**src/rtl/uart_pkg.sv**
```systemverilog
// uart_pkg: definitions shared by the UART receiver and the command FSM.
//   uart_state_e : receiver FSM state encoding (also exported for debug)
//   BR_DEFAULT   : default clocks per bit (50 MHz / 115200)
//   PARITY_EVEN / PARITY_ODD : values for a receiver's parity-sense parameter
package uart_pkg;

  typedef enum logic [2:0] {
    ST_IDLE   = 3'd0,
    ST_START  = 3'd1,
    ST_DATA   = 3'd2,
    ST_PARITY = 3'd3,
    ST_STOP   = 3'd4
  } uart_state_e;

  localparam int BR_DEFAULT = 434;

  localparam bit PARITY_EVEN = 1'b0;
  localparam bit PARITY_ODD  = 1'b1;

endpackage

```
**src/rtl/uart_sync2.sv**
```systemverilog
// uart_sync2: generic two-flop synchroniser for a single asynchronous bit.
//   clk     : destination clock
//   rst     : synchronous, active-high reset; both flops load RST_VAL
//   d       : asynchronous input
//   q       : synchronised output, two clocks behind d
module uart_sync2 #(
  parameter bit RST_VAL = 1'b0
) (
  input  logic clk,
  input  logic rst,
  input  logic d,
  output logic q
);

  logic meta;

  always_ff @(posedge clk) begin
    if (rst) begin
      meta <= RST_VAL;
      q    <= RST_VAL;
    end else begin
      meta <= d;
      q    <= meta;
    end
  end

endmodule

```
**src/rtl/uart_rx_frame.sv**
```systemverilog
// uart_rx_frame: UART receiver, 8N1 / 8E1 / 8O1 style frames, mid-bit sampling.
//   clk        : clock
//   rst        : synchronous, active-high reset
//   rx         : asynchronous serial line, idles high
//   rx_data    : received byte, held while rx_vld
//   rx_vld     : byte available
//   rx_rdy     : consumer accepts the byte
//   parity_err : parity mismatch for the held byte (0 when PARITY_EN = 0)
//   frame_err  : stop bit of the held byte was sampled low
//   overrun    : one-cycle pulse when a completed byte is dropped
//   state_dbg  : current FSM state, for observation only
//
// Handshake: a byte transfers on every cycle where rx_vld and rx_rdy are both
// high. While rx_vld is high and rx_rdy is low, rx_data, parity_err and
// frame_err are frozen. rx_rdy has no effect while rx_vld is low.
module uart_rx_frame #(
  parameter int BR         = uart_pkg::BR_DEFAULT,
  parameter int DATA_WIDTH = 8,
  parameter bit PARITY_EN  = 1'b1,
  parameter bit PARITY_ODD = uart_pkg::PARITY_EVEN
) (
  input  logic                   clk,
  input  logic                   rst,
  input  logic                   rx,
  output logic [DATA_WIDTH-1:0]  rx_data,
  output logic                   rx_vld,
  input  logic                   rx_rdy,
  output logic                   parity_err,
  output logic                   frame_err,
  output logic                   overrun,
  output uart_pkg::uart_state_e  state_dbg
);

  localparam int HB    = BR / 2;
  localparam int BR_W  = $clog2(BR);
  localparam int BIT_W = (DATA_WIDTH > 1) ? $clog2(DATA_WIDTH) : 1;

  localparam logic [BR_W-1:0]  BR_LAST  = BR_W'(BR - 1);
  localparam logic [BR_W-1:0]  HB_LAST  = BR_W'(HB - 1);
  localparam logic [BIT_W-1:0] BIT_LAST = BIT_W'(DATA_WIDTH - 1);

  uart_pkg::uart_state_e  state;
  logic                   rx_s;
  logic                   rx_q;
  logic [1:0]             sync_fill;
  logic [BR_W-1:0]        br_cnt;
  logic [BIT_W-1:0]       bit_cnt;
  logic [DATA_WIDTH-1:0]  shift;
  logic                   perr_q;
  logic                   br_done;
  logic                   commit;

  uart_sync2 #(
    .RST_VAL (1'b1)
  ) u_sync (
    .clk (clk),
    .rst (rst),
    .d   (rx),
    .q   (rx_s)
  );

  assign br_done   = (br_cnt == BR_LAST);
  // The stop bit is sampled and the byte committed in the same cycle.
  assign commit    = (state == uart_pkg::ST_STOP) && br_done;
  assign state_dbg = state;

  // ---------------------------------------------------------------------------
  // Edge detector, counters, FSM, shift register
  // ---------------------------------------------------------------------------
  always_ff @(posedge clk) begin
    if (rst) begin
      state     <= uart_pkg::ST_IDLE;
      rx_q      <= 1'b0;
      sync_fill <= 2'd0;
      br_cnt    <= '0;
      bit_cnt   <= '0;
      shift     <= '0;
      perr_q    <= 1'b0;
    end else begin
      // The synchroniser leaves reset holding 1s that were never sampled from
      // the pin. rx_q stays 0 until both flops hold real samples, so a line
      // that is low through reset must genuinely go high before a start edge
      // can be recognised.
      if (sync_fill != 2'd2) begin
        sync_fill <= sync_fill + 2'd1;
      end
      rx_q <= (sync_fill == 2'd2) ? rx_s : 1'b0;

      br_cnt <= br_cnt + BR_W'(1);

      case (state)
        uart_pkg::ST_IDLE: begin
          br_cnt <= '0;
          if (rx_q && !rx_s) begin
            state <= uart_pkg::ST_START;
          end
        end

        uart_pkg::ST_START: begin
          // Half a bit in: a line already back high was a glitch.
          if (br_cnt == HB_LAST) begin
            br_cnt  <= '0;
            bit_cnt <= '0;
            state   <= rx_s ? uart_pkg::ST_IDLE : uart_pkg::ST_DATA;
          end
        end

        uart_pkg::ST_DATA: begin
          if (br_done) begin
            br_cnt         <= '0;
            shift[bit_cnt] <= rx_s;
            bit_cnt        <= bit_cnt + BIT_W'(1);
            if (bit_cnt == BIT_LAST) begin
              state <= PARITY_EN ? uart_pkg::ST_PARITY : uart_pkg::ST_STOP;
            end
          end
        end

        uart_pkg::ST_PARITY: begin
          if (br_done) begin
            br_cnt <= '0;
            perr_q <= (^shift) ^ rx_s ^ PARITY_ODD;
            state  <= uart_pkg::ST_STOP;
          end
        end

        uart_pkg::ST_STOP: begin
          // Return to IDLE at mid-stop so a following start edge is not missed.
          if (br_done) begin
            br_cnt <= '0;
            state  <= uart_pkg::ST_IDLE;
          end
        end

        default: begin
          state <= uart_pkg::ST_IDLE;
        end
      endcase
    end
  end

  // ---------------------------------------------------------------------------
  // Output holding register and handshake
  // ---------------------------------------------------------------------------
  always_ff @(posedge clk) begin
    if (rst) begin
      rx_vld     <= 1'b0;
      rx_data    <= '0;
      parity_err <= 1'b0;
      frame_err  <= 1'b0;
      overrun    <= 1'b0;
    end else begin
      overrun <= 1'b0;
      if (commit) begin
        // A commit that coincides with an accept replaces the byte and keeps
        // rx_vld high; a commit against a stalled byte is dropped.
        if (!rx_vld || rx_rdy) begin
          rx_data    <= shift;
          parity_err <= PARITY_EN & perr_q;
          frame_err  <= ~rx_s;
          rx_vld     <= 1'b1;
        end else begin
          overrun <= 1'b1;
        end
      end else if (rx_vld && rx_rdy) begin
        rx_vld <= 1'b0;
      end
    end
  end

endmodule

```
**config.mk**
```make
export PLATFORM = sky130hd
export DESIGN_NAME = uart_rx_frame
export DESIGN_NICKNAME = d
export VERILOG_FILES = /design/src/rtl/uart_pkg.sv /design/src/rtl/uart_sync2.sv /design/src/rtl/uart_rx_frame.sv
export SDC_FILE = /design/constraint.sdc
export NUM_CORES = 1
export LEC_CHECK = 0
export ABC_AREA = 1
export CAP_MARGIN = 40
export CORE_MARGIN = 2
export CORE_UTILIZATION = 35
export DETAILED_ROUTE_END_ITERATION = 8
export PLACE_DENSITY = 0.6
export SETUP_SLACK_MARGIN = 0.3
export SKIP_LAST_GASP = 1
export SYNTH_ARGS = -nofsm -noshare
export SYNTH_HDL_FRONTEND = slang
export SYNTH_SLANG_ARGS = --single-unit
```
**constraint.sdc**
```tcl
create_clock -name clk -period 1.6 [get_ports clk]
set_clock_uncertainty 0.05 [all_clocks]
set_input_delay 0.24 -clock clk [delete_from_list [all_inputs] [get_ports clk]]
set_output_delay 0.24 -clock clk [all_outputs]
set_load 0.005 [all_outputs]
```
==> flow_summary.ini <==
[status]
outcome = finished clean

[cells_and_area]
layout_commonest_cell = nand2_1
fin_cells = 419
diodes = 0
final_cell_mix = nand2_1, nor2_1, inv_1
drive_gt1_share_pct = 27.33
area.growth.synth_to_final_pct = 30.95
fin_area_mm2 = 0.002748
utilization_pct = 46.96
layout.nets = 353

[floorplan]
fp.dieArea_mm2 = 0.006630
core_mm2 = 0.005851
ios = 19
die_h_um = 81.43
die_w_um = 81.43
num_rows = 28
start_util_pct = 35.86

[cts]
cts_made_buffers = 5
root_buffer = clkbuf_8
clock_sink_count = 41
cts_hold_buf = 0
path_clk_slew_ps = 80
cts.path.max_buffers = 2
htree_num_levels = 2
cts_tree = yes
clkLatencyLatePin_ps = 300

[global_routing]
overflow = 0
track_usage_pct = 13.56
antenna_found_initial = 0
grt_start_max_net_pins = 19
grt_pass1_vias = 1620
grt_pass1_wl_mm = 7.010

[detailed_routing]
dr.pass1.iters = 4
drt_iter0_markers = 56
route.detailed.wl_per_inst_um = 10.21
finalWirelength_mm = 4.277
ant_nets = 0
vias = 1880
drc = 0
vias_per_cell = 4.487

[yosys]
syn_inst = 307
postSynthAreaPerCell_um2 = 6.835
ys_async_sr_fraction_pct = 0
synth_flop_cell = dfxtp_1
synth_cell_types = 27
syn_area_mm2 = 0.002098
ys_ff_latch = 41
yosysWarningCount = 0
synth_edf_count = 0
syn-num-nets = 317
yosysSeqAreaShare_pct = 39.12

[critical_path]
path_buf_inv = 2
crit_top_cell = nor2_4
critical_path_required_ps = 1770
cp_top_family = simple AND/OR/NAND/NOR gates
crit_arrival_ps = 1660
crit_path_cell_trace = inv_2 > ha_4 > nand2_2 > nor2_4 > nand2_4 > nor2_4 > buf_4 > nand3_1 > a21oi_1
crit_path_top_delay_cell = dfxtp_2
cpPeakStageDelay_ps = 330
cp-start-kind = flop
path_max_fanout = 7
critPathKind = flop to flop
end_kind = flop

[timing]
drv_slew = 0
slew-limit-headroom_pct = 83.30
fin_crit_sh_pct = 93.21
setup_viol = 0
worst_pin_slew_ps = 250.0
fin_crit_ps = 1491
timing.hold.ws_ps = 379.8
setup_slack_ps = 108.6
hold_violations = 0
grt_setup_unrepaired = yes
fmax_mhz = 670.5

[placed_design]
place_congestion = 0.7949
dp.cells = 400
post-place-ws_ps = 99.90
dp_hpwl_mm = 2.993
dpl-instance-area_mm2 = 0.002447
portBuffers = 18

[min_path]
min-delay-path-class = flop to flop

[run]
drv_cap = 0

[power]
vdd_drop_max_mv = 0.4739
power.leakage_nw = 1.263
powerDensity_mw_per_mm2 = 1125
timing repair:
action	4_1_cts	5_1_grt
pin swaps	9	7
cloned	0	1
setup buffers	6	4
resized for setup	38	22
setup endpoints to repair	50	37
hold endpoints to repair	0	0
final cells by class:
cell class	count	area [µm²]
inverter	40	152.6
timing repair buffer	35	329.1
multi-input combinational	220	1206
sequential	41	850.8
tap	75	93.84
clock inverter	3	46.29
fill	581	3103
clock buffer	5	68.82
metal layers:
layer	wire (µm)	GRT usage (%)	up-vias
li1	-	-	1024
met1	2150	17.46	827
met2	1924	21.80	25
met3	145	3.516	4
met4	57	5.085	0
met5	0	0	-
synthesized netlist by cell type, types with 3 or more instances:
cell | number | area, µm²
nor2_2 | 7 | 43.79
nand2_1 | 87 | 326.6
clkbuf_1 | 3 | 11.26
nand2_2 | 6 | 37.54
xor2_1 | 3 | 26.28
o21ai_1 | 3 | 15.01
o21ai_0 | 7 | 35.03
ha_1 | 6 | 75.07
nor2_1 | 41 | 153.9
inv_2 | 5 | 18.77
nand3_1 | 22 | 110.1
inv_1 | 34 | 127.6
a21oi_1 | 17 | 85.08
buf_2 | 3 | 15.01
dfxtp_1 | 41 | 820.8
nor2_4 | 4 | 45.04
nor3_1 | 5 | 25.02
cells by family (layout without fill, tap and decap cells):
group	count (synthesis)	after routing	synth area share, %
simple gates	180	181	39.36
buf+inv	47	83	9.064
flops	41	41	39.12
compound gates	28	28	6.798
fa+ha+maj	6	6	3.578
xor+xnor	5	5	2.087
final timing paths:
kind         slack [ps]  cells past startpoint    endpoint         from
max reg2reg         110                      9  parity_err    br_cnt[1]
max                 110                      9  parity_err    br_cnt[1]
min                 380                      1    u_sync.q  u_sync.meta
min reg2reg         380                      1    u_sync.q  u_sync.meta
stage by stage:
stage	setup TNS, ps	total power (W)
finish	0	0.003091
global route	-15.72	0.003289
CTS	0	0.003026
detailed placement	0	0.002038
global placement	0	0.002027
floorplan	0	0.001846
power breakdown:
part / internal (W) / total, W / leakage, nW / switching (W)
clock network: 0.000467 / 0.000849 / 0.0543 / 0.000382
registers: 0.00112 / 0.00120 / 0.340 / 0.0000802
logic: 0.000420 / 0.00104 / 0.868 / 0.000619
total: 0.00201 / 0.00309 / 1.26 / 0.00108
flip-flops by register name (all words and copies together), names as in the netlist:
signal       count
rx_q             1
rx_vld           1
perr_q           1
parity_err       1
state_dbg        3
u_sync.q         1
u_sync.meta      1
br_cnt           9
overrun          1
bit_cnt          3
rx_data          8
frame_err        1
sync_fill        2
shift            8
No activity file was read; power rests on OpenSTA's default activity.
